--- config.mk ---
export PLATFORM = sky130hd
export DESIGN_NAME = div_seq_unit
export DESIGN_NICKNAME = d
export VERILOG_FILES = /design/src/rtl/riscv_pkg.sv /design/src/rtl/div_restoring_step.sv /design/src/rtl/div_seq_unit.sv
export SDC_FILE = /design/constraint.sdc
export NUM_CORES = 1
export LEC_CHECK = 0
export BUFFER_PORTS_ARGS = -buffer_cell sky130_fd_sc_hd__buf_2
export CAP_MARGIN = 20
export CORE_ASPECT_RATIO = 1.5
export CORE_UTILIZATION = 56
export CTS_BUF_LIST = sky130_fd_sc_hd__clkbuf_16
export DETAILED_ROUTE_END_ITERATION = 7
export GPL_TIMING_DRIVEN = 1
export PLACE_DENSITY = 0.85
export SYNTH_ARGS = -nofsm -noshare
export SYNTH_HDL_FRONTEND = slang
export SYNTH_SLANG_ARGS = --single-unit
--- constraint.sdc ---
create_clock -name clk -period 8.7 [get_ports clk]
set_input_delay 0.87 -clock clk [delete_from_list [all_inputs] [get_ports clk]]
set_output_delay 0.87 -clock clk [all_outputs]
set_load 0.1 [all_outputs]
--- src/rtl/riscv_pkg.sv ---
// Shared RV32M encodings and the divider FSM state type.
// Both the top level and its testbench import this package.
package riscv_pkg;

    localparam logic [6:0] FUNCT7_MULDIV = 7'b0000001;

    localparam logic [2:0] FUNCT3_DIV  = 3'b100;
    localparam logic [2:0] FUNCT3_DIVU = 3'b101;
    localparam logic [2:0] FUNCT3_REM  = 3'b110;
    localparam logic [2:0] FUNCT3_REMU = 3'b111;

    typedef enum logic [1:0] {
        S_IDLE = 2'd0,
        S_CALC = 2'd1,
        S_DONE = 2'd2
    } div_state_t;

endpackage

--- src/rtl/div_restoring_step.sv ---
// One radix-2 restoring division step on a packed {remainder, quotient} accumulator.
// The dividend is shifted in from the quotient half, one bit per step.
module div_restoring_step #(
    parameter int WIDTH = 32
) (
    input  logic [2*WIDTH-1:0] acc_in,
    input  logic [WIDTH-1:0]   divisor,
    output logic [2*WIDTH-1:0] acc_out
);

    logic [WIDTH:0] shifted;
    logic [WIDTH:0] diff;

    // A borrow out of the trial subtraction means the divisor did not fit, so the shifted remainder is restored.
    always_comb begin
        shifted = acc_in[2*WIDTH-1:WIDTH-1];
        diff    = shifted - {1'b0, divisor};
        if (diff[WIDTH]) begin
            acc_out = {shifted[WIDTH-1:0], acc_in[WIDTH-2:0], 1'b0};
        end else begin
            acc_out = {diff[WIDTH-1:0], acc_in[WIDTH-2:0], 1'b1};
        end
    end

endmodule

--- src/rtl/div_seq_unit.sv ---
// Multi-cycle RV32M DIV/DIVU/REM/REMU unit: one op in flight, one quotient bit per cycle.
// Divide-by-zero and signed overflow skip the iteration and go straight to the result cycle.
module div_seq_unit
    import riscv_pkg::*;
#(
    parameter int WIDTH = 32,
    parameter int TAG_W = 4
) (
    input  logic             clk,
    input  logic             rst,
    input  logic             req_valid,
    output logic             req_ready,
    input  logic [2:0]       req_funct3,
    input  logic [WIDTH-1:0] req_op1,
    input  logic [WIDTH-1:0] req_op2,
    input  logic [TAG_W-1:0] req_tag,
    input  logic             flush,
    output logic             resp_valid,
    input  logic             resp_ready,
    output logic [WIDTH-1:0] resp_data,
    output logic [TAG_W-1:0] resp_tag
);

    localparam int CNT_W = $clog2(WIDTH);
    localparam logic [CNT_W-1:0] LAST_COUNT = CNT_W'(WIDTH - 1);
    localparam logic [WIDTH-1:0] MIN_INT = {1'b1, {(WIDTH-1){1'b0}}};

    div_state_t       state;
    logic [CNT_W-1:0] count;
    logic [2:0]       funct_q;
    logic [TAG_W-1:0] tag_q;
    logic [WIDTH-1:0] divisor_q;
    logic [2*WIDTH-1:0] acc;
    logic [2*WIDTH-1:0] acc_next;
    logic             neg_quo;
    logic             neg_rem;

    logic [2:0]       funct_n;
    logic             is_signed;
    logic             sign_a;
    logic             sign_b;
    logic [WIDTH-1:0] abs_a;
    logic [WIDTH-1:0] abs_b;
    logic             div_zero;
    logic             overflow;
    logic [WIDTH-1:0] quo;
    logic [WIDTH-1:0] rem;
    logic [WIDTH-1:0] result;

    assign req_ready = (state == S_IDLE);

    // Bit 2 of funct3 is forced high so the 000..011 aliases decode like the real MULDIV encodings.
    always_comb begin
        funct_n   = req_funct3 | 3'b100;
        is_signed = (funct_n == FUNCT3_DIV) || (funct_n == FUNCT3_REM);
        sign_a    = is_signed && req_op1[WIDTH-1];
        sign_b    = is_signed && req_op2[WIDTH-1];
        abs_a     = sign_a ? -req_op1 : req_op1;
        abs_b     = sign_b ? -req_op2 : req_op2;
        div_zero  = (req_op2 == '0);
        overflow  = is_signed && (req_op1 == MIN_INT) && (req_op2 == '1);
    end

    div_restoring_step #(.WIDTH(WIDTH)) u_step (
        .acc_in  (acc),
        .divisor (divisor_q),
        .acc_out (acc_next)
    );

    always_comb begin
        quo    = acc[WIDTH-1:0];
        rem    = acc[2*WIDTH-1:WIDTH];
        result = ((funct_q == FUNCT3_REM) || (funct_q == FUNCT3_REMU)) ?
                 (neg_rem ? -rem : rem) : (neg_quo ? -quo : quo);
    end

    // Bypass ops preload the accumulator with their architectural {rem, quo} so DONE fixes up every op the same way.
    always_ff @(posedge clk) begin
        if (rst) begin
            state      <= S_IDLE;
            count      <= '0;
            funct_q    <= '0;
            tag_q      <= '0;
            divisor_q  <= '0;
            acc        <= '0;
            neg_quo    <= 1'b0;
            neg_rem    <= 1'b0;
            resp_valid <= 1'b0;
            resp_data  <= '0;
            resp_tag   <= '0;
        end else if (flush) begin
            state      <= S_IDLE;
            resp_valid <= 1'b0;
        end else begin
            case (state)
                S_IDLE: begin
                    if (req_valid) begin
                        funct_q   <= funct_n;
                        tag_q     <= req_tag;
                        divisor_q <= abs_b;
                        count     <= '0;
                        if (div_zero) begin
                            acc     <= {req_op1, {WIDTH{1'b1}}};
                            neg_quo <= 1'b0;
                            neg_rem <= 1'b0;
                            state   <= S_DONE;
                        end else if (overflow) begin
                            acc     <= {{WIDTH{1'b0}}, MIN_INT};
                            neg_quo <= 1'b0;
                            neg_rem <= 1'b0;
                            state   <= S_DONE;
                        end else begin
                            acc     <= {{WIDTH{1'b0}}, abs_a};
                            neg_quo <= sign_a ^ sign_b;
                            neg_rem <= sign_a;
                            state   <= S_CALC;
                        end
                    end
                end
                S_CALC: begin
                    acc   <= acc_next;
                    count <= count + CNT_W'(1);
                    if (count == LAST_COUNT) begin
                        state <= S_DONE;
                    end
                end
                S_DONE: begin
                    if (!resp_valid) begin
                        resp_valid <= 1'b1;
                        resp_data  <= result;
                        resp_tag   <= tag_q;
                    end else if (resp_ready) begin
                        resp_valid <= 1'b0;
                        state      <= S_IDLE;
                    end
                end
                default: state <= S_IDLE;
            endcase
        end
    end

endmodule

* Yosys cells after proc, flatten, opt, wreduce, memory -nomap -nowiden
Cells that the tools add are included.
** Storage, ports and cells
- Input port bits :: 76
- Output and inout port bits :: 38
- Word-level logic and storage cells :: 72
- Bits in registers :: 149
** Cells by class
- Add/subtract/negate cells :: 6
- Reductions and logical operators :: 15
- Multiplexer cells :: 25
- Bitwise operators :: 3
- Equality and inequality tests :: 12
** Operators by type and width (count)
- $mux 32 :: 6
- $mux 64 :: 3
- $neg 32->32 :: 4
- $pmux 64 s2 :: 1
- $eq 32x32->1 const B :: 2
- $sub 33x32->33 :: 1
- $logic_not 32->1 :: 1
- $mux 2 :: 6
- $pmux 5 s2 :: 1
- $reduce_and 3->1 :: 3
- $ne 2x2->1 const B :: 4
- $eq 3x3->1 const B :: 2
- $mux 1 :: 6
- $pmux 2 s3 :: 1
- $add 5x1->5 const B :: 1
- $eq 5x5->1 const B :: 1
- $mux 5 :: 1
- $eq 2x2->1 const B :: 2
- $logic_and 1x1->1 :: 4
- $logic_not 2->1 :: 2
- $reduce_and 4->1 :: 1
- $eq 2x1->1 const B :: 1
- $logic_or 1x1->1 :: 2
- $not 1->1 :: 2
- 3 further kinds :: 3

* Longest topological paths before layout
Gate-level depths: netlist (run 1).
- Depth in word-level cells :: 8
- Gate-level depth with buffers :: 13
- Depth with buffers taken out :: 12

* Hierarchy
Synthesis (run 1) repeated with hierarchy kept, for this count alone.
** Unflattened totals
- Cell total of the unflattened synthesis :: 1485
- Area, all modules :: 11252.0 um^2
** By module, submodules not included
- div_seq_unit :: sequential area each 2962.8 um^2, cells each 1143, area an instance 8763.4 um^2, instances 1
- div_restoring_step :: sequential area each 0.0 um^2, cells each 342, area an instance 2488.6 um^2, instances 1

* Worst setup path after synthesis (run 1)
Ideal clock, no wire load.
- Path kind :: input -> register
- Start :: input port req_op2[14]
- End :: register acc[55]
- Arrival :: 3533 ps
- Setup time :: 103 ps
- Setup slack :: 5063 ps
- Stages on the path :: 10
- Cells stage by stage :: or4_1 > or4_4 > or3_4 > nand2b_4 > or3_1 > buf_6 > nor3_4 > buf_6 > a21oi_2 > a2111oi_2
** On the way
- Word-level cells in the longest chain between the ends :: 4
** Ends and longest elaborated chain
- start: declaration :: RTL line div_seq_unit.sv:15 : input logic [WIDTH-1:0] req_op2,
- $logic_not 32->1 :: RTL line div_seq_unit.sv:60 : div_zero = (req_op2 == '0);
- $mux 64 :: RTL line div_seq_unit.sv:102 : if (div_zero) begin
- $mux 64 :: RTL line div_seq_unit.sv:97 : if (req_valid) begin
- $pmux 64 s2 :: RTL line div_seq_unit.sv:95 : case (state)
- end signal: assignment :: RTL line div_seq_unit.sv:103 : acc <= {req_op1, {WIDTH{1'b1}}};
- end signal: assignment :: RTL line div_seq_unit.sv:108 : acc <= {{WIDTH{1'b0}}, MIN_INT};
- end signal: assignment :: RTL line div_seq_unit.sv:113 : acc <= {{WIDTH{1'b0}}, abs_a};
- end: declaration :: RTL line div_seq_unit.sv:33 : logic [2*WIDTH-1:0] acc;
No other way between the ends. The select of a mux whose other input is x is not followed.
A chain may end at the register's enable or synchronous reset.

* Final worst setup path (run 1)
- Start :: register acc[31]
- End :: register acc[49]
** On the way
- Word-level cells in the longest chain between the ends :: 3
** Ends and longest elaborated chain
- $sub 33x32->33 :: RTL line div_restoring_step.sv:17 : diff = shifted - {1'b0, divisor};
- $mux 64 :: RTL line div_restoring_step.sv:18 : if (diff[WIDTH]) begin
- $pmux 64 s2 :: RTL line div_seq_unit.sv:95
No other way between the ends.

==> run_results.csv, run 1 <==
group,metric,value,unit
outcome,status,"finished clean",
placed_design,finalWeightedCongestion,0.988,
yosys,syn_nets,1588,
clock_network,htreeDepth,4,
sta,max_freq,0.219,GHz
placed_design,pre_cts_slack,4.34,ns
sta,setup_violations,0,
sta,rsz0062_at_grt,"no",
clock_network,post-cts-setup-buffer-count,0,
sta,final_max_slew_viol_count,0,
yosys,syn_area,0.0109,mm2
die,design.die.area,0.0200,mm2
route,finalWirelength,33500,um
pwr,swShare,0.345,
die,ios,114,
cells_and_area,post-route-cell-area,0.0121,mm2
yosys,ys_ff_latch,148,
pwr,combPwrFrac,0.291,
route,ant_nets,0,
pwr,clkPwrFrac,0.351,
grt,grt-ovfl-total,0,
setup_path,worst-path-buf-inv,1,
cells_and_area,multi_input_area,0.00734,mm2
cells_and_area,fillers,1764,
yosys,synth-seq-area-share,0.273,
sta,setup_tns,0,ns
cells_and_area,final_cells,1797,
cells_and_area,regArea,0.00296,mm2
setup_path,end_kind,"flop",
pwr,p_sw,0.732,mW
yosys,synth_edf_count,0,
sta,relSlewSlack,0.224,
cells_and_area,mostFrequentLayoutCells,"nor2_1 (173), nand2_1 (149), a21oi_1 (149)",
grt,grt_max_degree,88,
pwr,p_int,1.39,mW
cells_and_area,nets,1638,
grt,gr-usage-met3,0.0522,
grt,grt_pass1_vias,10800,
cells_and_area,area_delta_synth_final,11.8,%
setup_path,cp.required,8.98,ns
yosys,async_reset_ff_frac,0,
run,maxCapViolCount,0,
clock_network,cts_tree,"done",
sta,whs,0.451,ns
yosys,ys.warnings.count,0,
setup_path,crit_family,"compound AO/OA/AOI/OAI gates",
sta,min_period,4.56,ns
route,vias_per_cell,6.32,
grt,met2_usage,0.596,
route,wl_per_cell,18.6,um
setup_path,arrival,4.84,ns
cells_and_area,final_util,0.636,
sta,skew,0.0103,ns
grt,antenna_found_initial,5,
placed_design,dpl.hpwl,25100,um
yosys,synth.distinct_cells,63,
min_path,min_path_type,"reg -> reg",
die,die_w,116,um
die,initial_core_util,0.569,
route,drtIter0Drc,865,
clock_network,cts_buffers,17,
route,drc_errors,0,
yosys,synth-main-ff-cell,"dfxtp_1",
placed_design,port_buffers,112,
pwr,power.density,175,mW/mm2
placed_design,place_area,0.0115,mm2
clock_network,clk_latency,0.44,ns
setup_path,worstPathCellList,"inv_1 -> ha_1 -> fa_1 -> nand2b_1 -> a21oi_1 -> o21ai_0 -> nor4_1 -> nor3_1 -> a31oi_1 -> nand2_1 -> a311oi_1 -> a211oi_1",
setup_path,max_stage_delay,0.82,ns
route,num_vias,11400,
setup_path,cp-start-kind,"flop",
sta,tightest_slew,1.16,ns
clock_network,post_cts_resized,0,
grt,grt_first_pass_wirelength,53800,um
clock_network,clock-root-buffer,"clkbuf_16",
die,std_cell_rows,62,
die,die_h,173,um
yosys,avgSynthCellArea,7.38,um2
sta,hold_violations,0,
clock_network,cts.clk_slew.worst_paths,0.06,ns
clock_network,cts.sinks,148,
setup_path,critPathSlowestCell,"a31oi_1",
pwr,ir_drop,0.000144,V
grt,grtUsageMet1,0.378,
setup_path,path_max_fanout,12,
route,dr.pass1.iters,5,
clock_network,cts_hold_buf,0,
setup_path,critPathKind,"reg -> reg",
cells_and_area,mostFrequentLayoutCell,"nor2_1",
pwr,total_power,2.12,mW
pwr,p_leak,4.68,nW
yosys,syn_inst,1472,
clock_network,clock_path_buffers,2,
pwr,seq_power_share,0.358,
sta,fin_crit_sh,0.524,
cells_and_area,drive_above_1_share,0.121,
grt,grt.busiest_layer,"met2",
sta,worst_slack,4.14,ns
die,core_area,0.0191,mm2
grt,gr-usage-all-layers,0.342,
placed_design,place_inst,1757,
cell type report:
type,count,share of cell area
clock buffer,17,0.0350
tap,256,0.0264
multi-input combinational,1174,0.605
timing repair buffer,132,0.0596
inverter,49,0.0152
clock inverter,15,0.0137
antenna,6,0.00124
sequential,148,0.244
cells by family after synthesis:
kind of cell | Yosys count | synth area share
xor+xnor | 143 | 0.115
simple gates | 527 | 0.228
fa+ha+maj | 40 | 0.0468
mux | 17 | 0.0158
buf+inv | 150 | 0.0536
flops | 148 | 0.273
compound gates | 447 | 0.268
power by group through the flow:
stage | Combinational, mW | Clock [mW] | Sequential [mW]
5_1_grt | 0.674 | 0.778 | 0.763
3_5_place_dp | 0.594 | 0 | 0.771
4_1_cts | 0.602 | 0.747 | 0.756
2_1_floorplan | 0.449 | 0 | 0.751
6_report | 0.618 | 0.746 | 0.759
3_3_place_gp | 0.581 | 0 | 0.769
routing by layer:
layer  vias up  routed length (um)
met5         -                   0
met3       141                2460
met1      5220               12200
met2       537               16600
li1       5458                   -
met4         0                2120
worst paths after layout:
check | cells after the start | to | slack (ns) | from
worst min-delay path | 2 | resp_tag[1]$_SDFFE_PP0P_ | 0.45 | resp_tag[1]$_SDFFE_PP0P_
worst max-delay path | 12 | acc[49]$_SDFFE_PP0P_ | 4.14 | acc[31]$_SDFFE_PP0P_
worst min register to register | 2 | resp_tag[1]$_SDFFE_PP0P_ | 0.45 | resp_tag[1]$_SDFFE_PP0P_
worst max register to register | 12 | acc[49]$_SDFFE_PP0P_ | 4.14 | acc[31]$_SDFFE_PP0P_
Yosys cell counts, types with 24 or more instances:
cell,n,area [um2]
xnor2_1,68,596
ha_1,39,488
xor2_1,75,657
nor3_1,47,235
nor2_1,175,657
o21ai_0,52,260
nand2_1,149,559
o31ai_1,31,233
clkbuf_1,88,330
a211oi_1,60,450
inv_1,49,184
nor4_1,24,150
dfxtp_1,148,2960
a21oi_1,149,746
registers in the layout, summed over array words and instances (netlist names):
| signal | count |
|---|---|
| funct_q | 2 |
| tag_q | 4 |
| resp_data | 32 |
| neg_quo | 1 |
| resp_valid | 1 |
| neg_rem | 1 |
| count | 5 |
| divisor_q | 32 |
| resp_tag | 4 |
| state | 2 |
| acc | 64 |
worst register-to-register path, delay by kind of cell, from the launching register on:
family / cells / cell delay (ns)
adder cells (fa/ha/maj): 2 / 0.65
AND/OR/NAND/NOR: 4 / 1.31
flip-flops: 1 / 0.39
buffers and inverters: 1 / 0.13
AO/OA/AOI/OAI: 5 / 1.92
No activity file was read; power rests on OpenSTA's default activity.
==> run 2, diff against run 1 <==
--- a/config.mk
+++ b/config.mk
@@ -8,11 +8,11 @@
 export BUFFER_PORTS_ARGS = -buffer_cell sky130_fd_sc_hd__buf_2
 export CAP_MARGIN = 20
 export CORE_ASPECT_RATIO = 1.5
-export CORE_UTILIZATION = 56
+export CORE_UTILIZATION = 55
 export CTS_BUF_LIST = sky130_fd_sc_hd__clkbuf_16
 export DETAILED_ROUTE_END_ITERATION = 7
 export GPL_TIMING_DRIVEN = 1
-export PLACE_DENSITY = 0.85
+export PLACE_DENSITY = 0.87
 export SYNTH_ARGS = -nofsm -noshare
 export SYNTH_HDL_FRONTEND = slang
 export SYNTH_SLANG_ARGS = --single-unit
==> constraint.sdc (replaced) <==
create_clock -name clk -period 4 [get_ports clk]
set_input_delay 0.4 -clock clk [delete_from_list [all_inputs] [get_ports clk]]
set_output_delay 0.4 -clock clk [all_outputs]
set_load 0.1 [all_outputs]
==> run 2 against run 1 <==
Net effect: maximum frequency rose by 23%; critical path type unchanged; register-to-register slack got worse by 3.8 ns; clock power rose by 110%; largest cell class unchanged; global-route usage fell by 0.31 points; non-clock buffer count rose by 31; sequential power rose by 120%; worst setup slack got worse by 3.8 ns.
==> run_results.csv, run 2 (synthesis gave the netlist of run 1 again) <==
group,metric,value,unit
outcome,status,"finished clean",
route,drc_errors,0,
clock_network,post-cts-setup-buffer-count,0,
cells_and_area,top_regs,"acc x64, divisor_q x32, resp_data x32",
clock_network,cts_hold_buf,0,
min_path,min_path_type,"in -> reg",
sta,min_period,3.70,ns
route,wl_per_cell,18.3,um
clock_network,cts.sinks,148,
setup_path,arrival,4.03,ns
route,finalWirelength,33400,um
cells_and_area,largest_register_ffs,64,
sta,skew,0.0126,ns
route,num_vias,11600,
die,ios,114,
placed_design,dpl.hpwl,25500,um
cells_and_area,mostFrequentLayoutCells,"nor2_1 (173), nand2_1 (149), a21oi_1 (149)",
pwr,p_int,2.92,mW
cells_and_area,mostFrequentLayoutCell,"nor2_1",
cells_and_area,drive_above_1_share,0.139,
sta,worst_slack,0.301,ns
setup_path,r2r-start,"divisor_q[7]$_SDFFE_PP0P_",
sta,max_freq,0.270,GHz
route,drtIter0Drc,1050,
sta,rsz0062_at_grt,"no",
sta,hold_violations,0,
sta,final_max_slew_viol_count,0,
placed_design,finalWeightedCongestion,0.994,
pwr,ir_drop,0.000263,V
die,die_w,117,um
grt,grt_first_pass_wirelength,54100,um
sta,tightest_slew,1.06,ns
pwr,seq_power_share,0.356,
grt,grt_pass1_vias,11000,
clock_network,clock-root-buffer,"clkbuf_16",
placed_design,place_inst,1790,
die,design.die.area,0.0203,mm2
pwr,p_sw,1.68,mW
cells_and_area,post-route-cell-area,0.0123,mm2
clock_network,clock_path_buffers,2,
grt,grt-ovfl-total,0,
die,core_area,0.0192,mm2
cells_and_area,nets,1669,
pwr,p_leak,4.81,nW
clock_network,cts_tree,"done",
pwr,swShare,0.365,
route,vias_per_cell,6.36,
sta,relSlewSlack,0.293,
clock_network,post_cts_resized,0,
cells_and_area,largest-register,"acc",
setup_path,critPathKind,"reg -> reg",
cells_and_area,final_cells,1827,
setup_path,end_kind,"flop",
sta,fin_crit_sh,0.925,
die,std_cell_rows,62,
setup_path,cp-start-kind,"flop",
cells_and_area,area_delta_synth_final,13.7,%
placed_design,pre_cts_slack,0.442,ns
min_path,hp-start,"req_tag[3]",
sta,setup_violations,0,
clock_network,cts_buffers,17,
die,initial_core_util,0.564,
pwr,power.density,372,mW/mm2
setup_path,cp.required,4.33,ns
run,maxCapViolCount,0,
placed_design,port_buffers,112,
placed_design,place_area,0.0118,mm2
route,dr.pass1.iters,7,
clock_network,htreeDepth,4,
setup_path,path_max_fanout,20,
clock_network,cts.clk_slew.worst_paths,0.07,ns
grt,gr-usage-all-layers,0.339,
route,ant_nets,0,
grt,antenna_found_initial,4,
pwr,combPwrFrac,0.308,
grt,grt_max_degree,87,
sta,setup_tns,0,ns
die,die_h,174,um
setup_path,crit_start,"divisor_q[7]$_SDFFE_PP0P_",
pwr,clkPwrFrac,0.336,
clock_network,clk_latency,0.44,ns
[run 2: cell types whose count changed in the layout (fill, tap and decap cells not counted), sizes merged]
cell	change
bufinv	-3
buf	+31
diode	-1
inv	+7
clkinv	-4
[run 2: worst paths after layout]
path	to	slack (ns)	cells past startpoint
max	acc[33]$_SDFFE_PP0P_	0.30	13
min	tag_q[3]$_SDFFE_PP0P_	0.19	3
max reg2reg	acc[33]$_SDFFE_PP0P_	0.30	13
min reg2reg	resp_data[9]$_SDFFE_PP0P_	0.45	2
[run 2: critical path: stages, from the launching register on]
cell	delay, ns
dfxtp_1	0.33
inv_1	0.05
ha_1	0.34
a21oi_1	0.36
nand2_1	0.13
o21ai_0	0.54
nor4_1	0.13
nor3_1	0.41
o32ai_1	0.15
buf_4	0.20
nor2_2	0.29
buf_12	0.23
o211ai_1	0.11
a221oi_1	0.31
[run 2: power by group through the flow]
stage          combinational [mW]  clock [mW]  sequential, mW
4_1_cts                      1.37        1.53            1.63
5_1_grt                      1.53        1.62            1.65
2_1_floorplan               0.977           0            1.63
6_report                     1.41        1.54            1.64
3_3_place_gp                 1.33           0            1.66
3_5_place_dp                 1.36           0            1.66
[run 2: metal layers]
metal / track usage / part of all wire / vias to the layer above / wire [um]
li1: - / - / 5510 / -
met1: 0.370 / 0.36 / 5306 / 11900
met2: 0.575 / 0.49 / 637 / 16400
met3: 0.0704 / 0.080 / 165 / 2680
met4: 0.234 / 0.073 / 0 / 2430
met5: 0 / 0 / - / 0
[run 2: through the flow]
stage / power, mW / util / hold WS [ns]
finish: 4.59 / 0.641 / 0.192
global route: 4.80 / 0.641 / 0.213
CTS: 4.54 / 0.641 / 0.191
detailed placement: 3.02 / 0.612 / 0.445
global placement: 2.99 / 0.612 / 0.439
floorplan: 2.61 / - / 0.432
[run 2: cell type report]
| class | instances | area (um2) |
|---|---|---|
| multi-input combinational | 1174 | 7340 |
| fill | 1747 | 6900 |
| sequential | 148 | 2960 |
| timing repair buffer | 163 | 958 |
| clock buffer | 17 | 425 |
| tap | 256 | 320 |
| inverter | 49 | 184 |
| clock inverter | 15 | 135 |
| antenna | 5 | 12.5 |
==> run 3, diff against run 2 <==
--- a/config.mk
+++ b/config.mk
@@ -12,7 +12,7 @@
 export CTS_BUF_LIST = sky130_fd_sc_hd__clkbuf_16
 export DETAILED_ROUTE_END_ITERATION = 7
 export GPL_TIMING_DRIVEN = 1
-export PLACE_DENSITY = 0.87
+export PLACE_DENSITY_LB_ADDON = 0.2
 export SYNTH_ARGS = -nofsm -noshare
 export SYNTH_HDL_FRONTEND = slang
 export SYNTH_SLANG_ARGS = --single-unit
==> run 3 against run 2 <==
Net effect: highest routed layer unchanged; non-clock buffer count is 1 lower; sequential share of layout area is 0.14 points lower; count of clock-buffer cells in the layout stayed put.
==> run_results.csv, run 3 (synthesis gave the netlist of run 1 again) <==
group,metric,value,unit
route,drtIter0Drc,995,
route,vias_per_cell,6.07,
grt,met2_usage,0.580,
sta,max_freq,0.272,GHz
cells_and_area,largest_register_ffs,64,
pwr,power.density,375,mW/mm2
clock_network,cts.sinks,148,
cells_and_area,final_cells,1822,
setup_path,crit_path_end,"acc[36]$_SDFFE_PP0P_",
cells_and_area,regArea,0.00296,mm2
cells_and_area,area_delta_synth_final,14.3,%
run,maxCapViolCount,0,
cells_and_area,mostFrequentLayoutCell,"nor2_1",
clock_network,htreeDepth,4,
outcome,status,"finished clean",
sta,relSlewSlack,0.369,
sta,rsz0062_at_grt,"no",
route,dr.pass1.iters,5,
clock_network,cts.clk_slew.worst_paths,0.06,ns
die,core_area,0.0192,mm2
route,finalWirelength,33000,um
die,die_w,117,um
setup_path,r2r-start,"acc[31]$_SDFFE_PP0P_",
clock_network,cts_hold_buf,0,
setup_path,arrival,3.98,ns
clock_network,clk_latency,0.44,ns
grt,grt-ovfl-total,0,
cells_and_area,drive_above_1_share,0.139,
setup_path,r2r_slack,0.33,ns
sta,final_max_slew_viol_count,0,
sta,whs,0.198,ns
cells_and_area,nets,1668,
pwr,p_leak,4.85,nW
min_path,hold_depth,3,
sta,skew,0.00686,ns
placed_design,place_inst,1787,
route,ant_nets,0,
sta,min_period,3.67,ns
setup_path,path_max_fanout,21,
setup_path,cp.required,4.30,ns
route,wl_per_cell,18.1,um
grt,grt_pass1_vias,10500,
grt,grt_max_degree,102,
setup_path,r2r_cells,13,
grt,antenna_found_initial,1,
grt,gr-usage-met3,0.0537,
die,die_h,174,um
grt,gr-usage-all-layers,0.338,
cells_and_area,mostFrequentLayoutCells,"nor2_1 (173), nand2_1 (149), a21oi_1 (149)",
route,drc_errors,0,
placed_design,port_buffers,112,
cells_and_area,fillers,1806,
grt,grtUsageMet1,0.386,
sta,tightest_slew,0.944,ns
cells_and_area,post-route-cell-area,0.0124,mm2
pwr,ir_drop,0.000200,V
sta,fin_crit_sh,0.918,
setup_path,r2r-end,"acc[36]$_SDFFE_PP0P_",
route,num_vias,11100,
sta,hold_violations,0,
clock_network,clock_path_buffers,2,
clock_network,clock-root-buffer,"clkbuf_16",
setup_path,end_kind,"flop",
grt,grt_first_pass_wirelength,53300,um
placed_design,finalWeightedCongestion,0.981,
setup_path,critPathKind,"reg -> reg",
die,initial_core_util,0.564,
setup_path,cp-start-kind,"flop",
die,ios,114,
cells_and_area,top_regs,"acc x64, divisor_q x32, resp_data x32",
cells_and_area,largest-register,"acc",
sta,setup_tns,0,ns
clock_network,cts_tree,"done",
grt,grt.busiest_layer,"met2",
cells_and_area,multi_input_area,0.00735,mm2
min_path,min_path_type,"in -> reg",
placed_design,dpl.hpwl,25400,um
clock_network,cts_buffers,17,
sta,setup_violations,0,
pwr,total_power,4.66,mW
die,design.die.area,0.0203,mm2
setup_path,crit_start,"acc[31]$_SDFFE_PP0P_",
placed_design,place_area,0.0118,mm2
clock_network,post-cts-setup-buffer-count,0,
die,std_cell_rows,62,
-- run 3: changes by cell type in the layout (fill, tap and decap cells not counted), sizes merged --
cell	before	now
inv	59	50
clkinv	2	9
diode	5	1
bufinv	0	3
buf	163	162
clkinvlp	3	2
-- run 3: critical path, stage by stage (launching register included) --
cell and delay, ns:
dfxtp_1 0.37, inv_1 0.11, ha_1 0.22, fa_1 0.39, nand2b_1 0.20, a21oi_1 0.27
o21ai_0 0.36, nor4_2 0.29, nor3_1 0.14, a31o_2 0.35, nor2_2 0.27, buf_12 0.22
mux2i_1 0.22, o22ai_1 0.10
-- run 3: through the flow --
step | utilization | setup WS (ns)
after floorplan | - | 0.736
after global placement | 0.611 | 0.488
after detailed placement | 0.611 | 0.403
after CTS | 0.642 | 0.359
after global routing | 0.645 | 0.00544
final | 0.645 | 0.327
-- run 3: layout make-up --
cell class	instances	share of cell area
clock buffer	17	0.0343
tap	256	0.0258
timing repair buffer	162	0.0808
antenna	1	0.000202
sequential	148	0.239
clock inverter	15	0.0132
multi-input combinational	1174	0.592
inverter	49	0.0148
-- run 3: what timing repair did --
item / in CTS / in global routing
hold endpoints to repair: 0 / 0
resized for setup: 0 / 1
endpoints found under the setup margin: 0 / 6
-- run 3: worst min path at each step --
stage | start | endpoint | slack [ns]
finish | req_tag[1] | tag_q[1]$_SDFFE_PP0P_ | 0.20
global route | req_tag[0] | tag_q[0]$_SDFFE_PP0P_ | 0.21
CTS | req_funct3[1] | funct_q[1]$_SDFFE_PP0P_ | 0.19
detailed placement | resp_data[22]$_SDFFE_PP0P_ | resp_data[22]$_SDFFE_PP0P_ | 0.44
global placement | tag_q[0]$_SDFFE_PP0P_ | resp_tag[0]$_SDFFE_PP0P_ | 0.44
floorplan | divisor_q[16]$_SDFFE_PP0P_ | divisor_q[16]$_SDFFE_PP0P_ | 0.43
-- run 3: power breakdown --
part	total [mW]	internal (mW)	switching (mW)
clock network	1.62	0.972	0.653
logic	1.40	0.548	0.854
registers	1.63	1.55	0.0842
-- run 3: routing by layer --
layer | vias to the layer above | part of all wire
met5 | - | 0
met4 | 0 | 0.056
met3 | 101 | 0.055
met2 | 379 | 0.50
met1 | 5075 | 0.39
li1 | 5502 | -
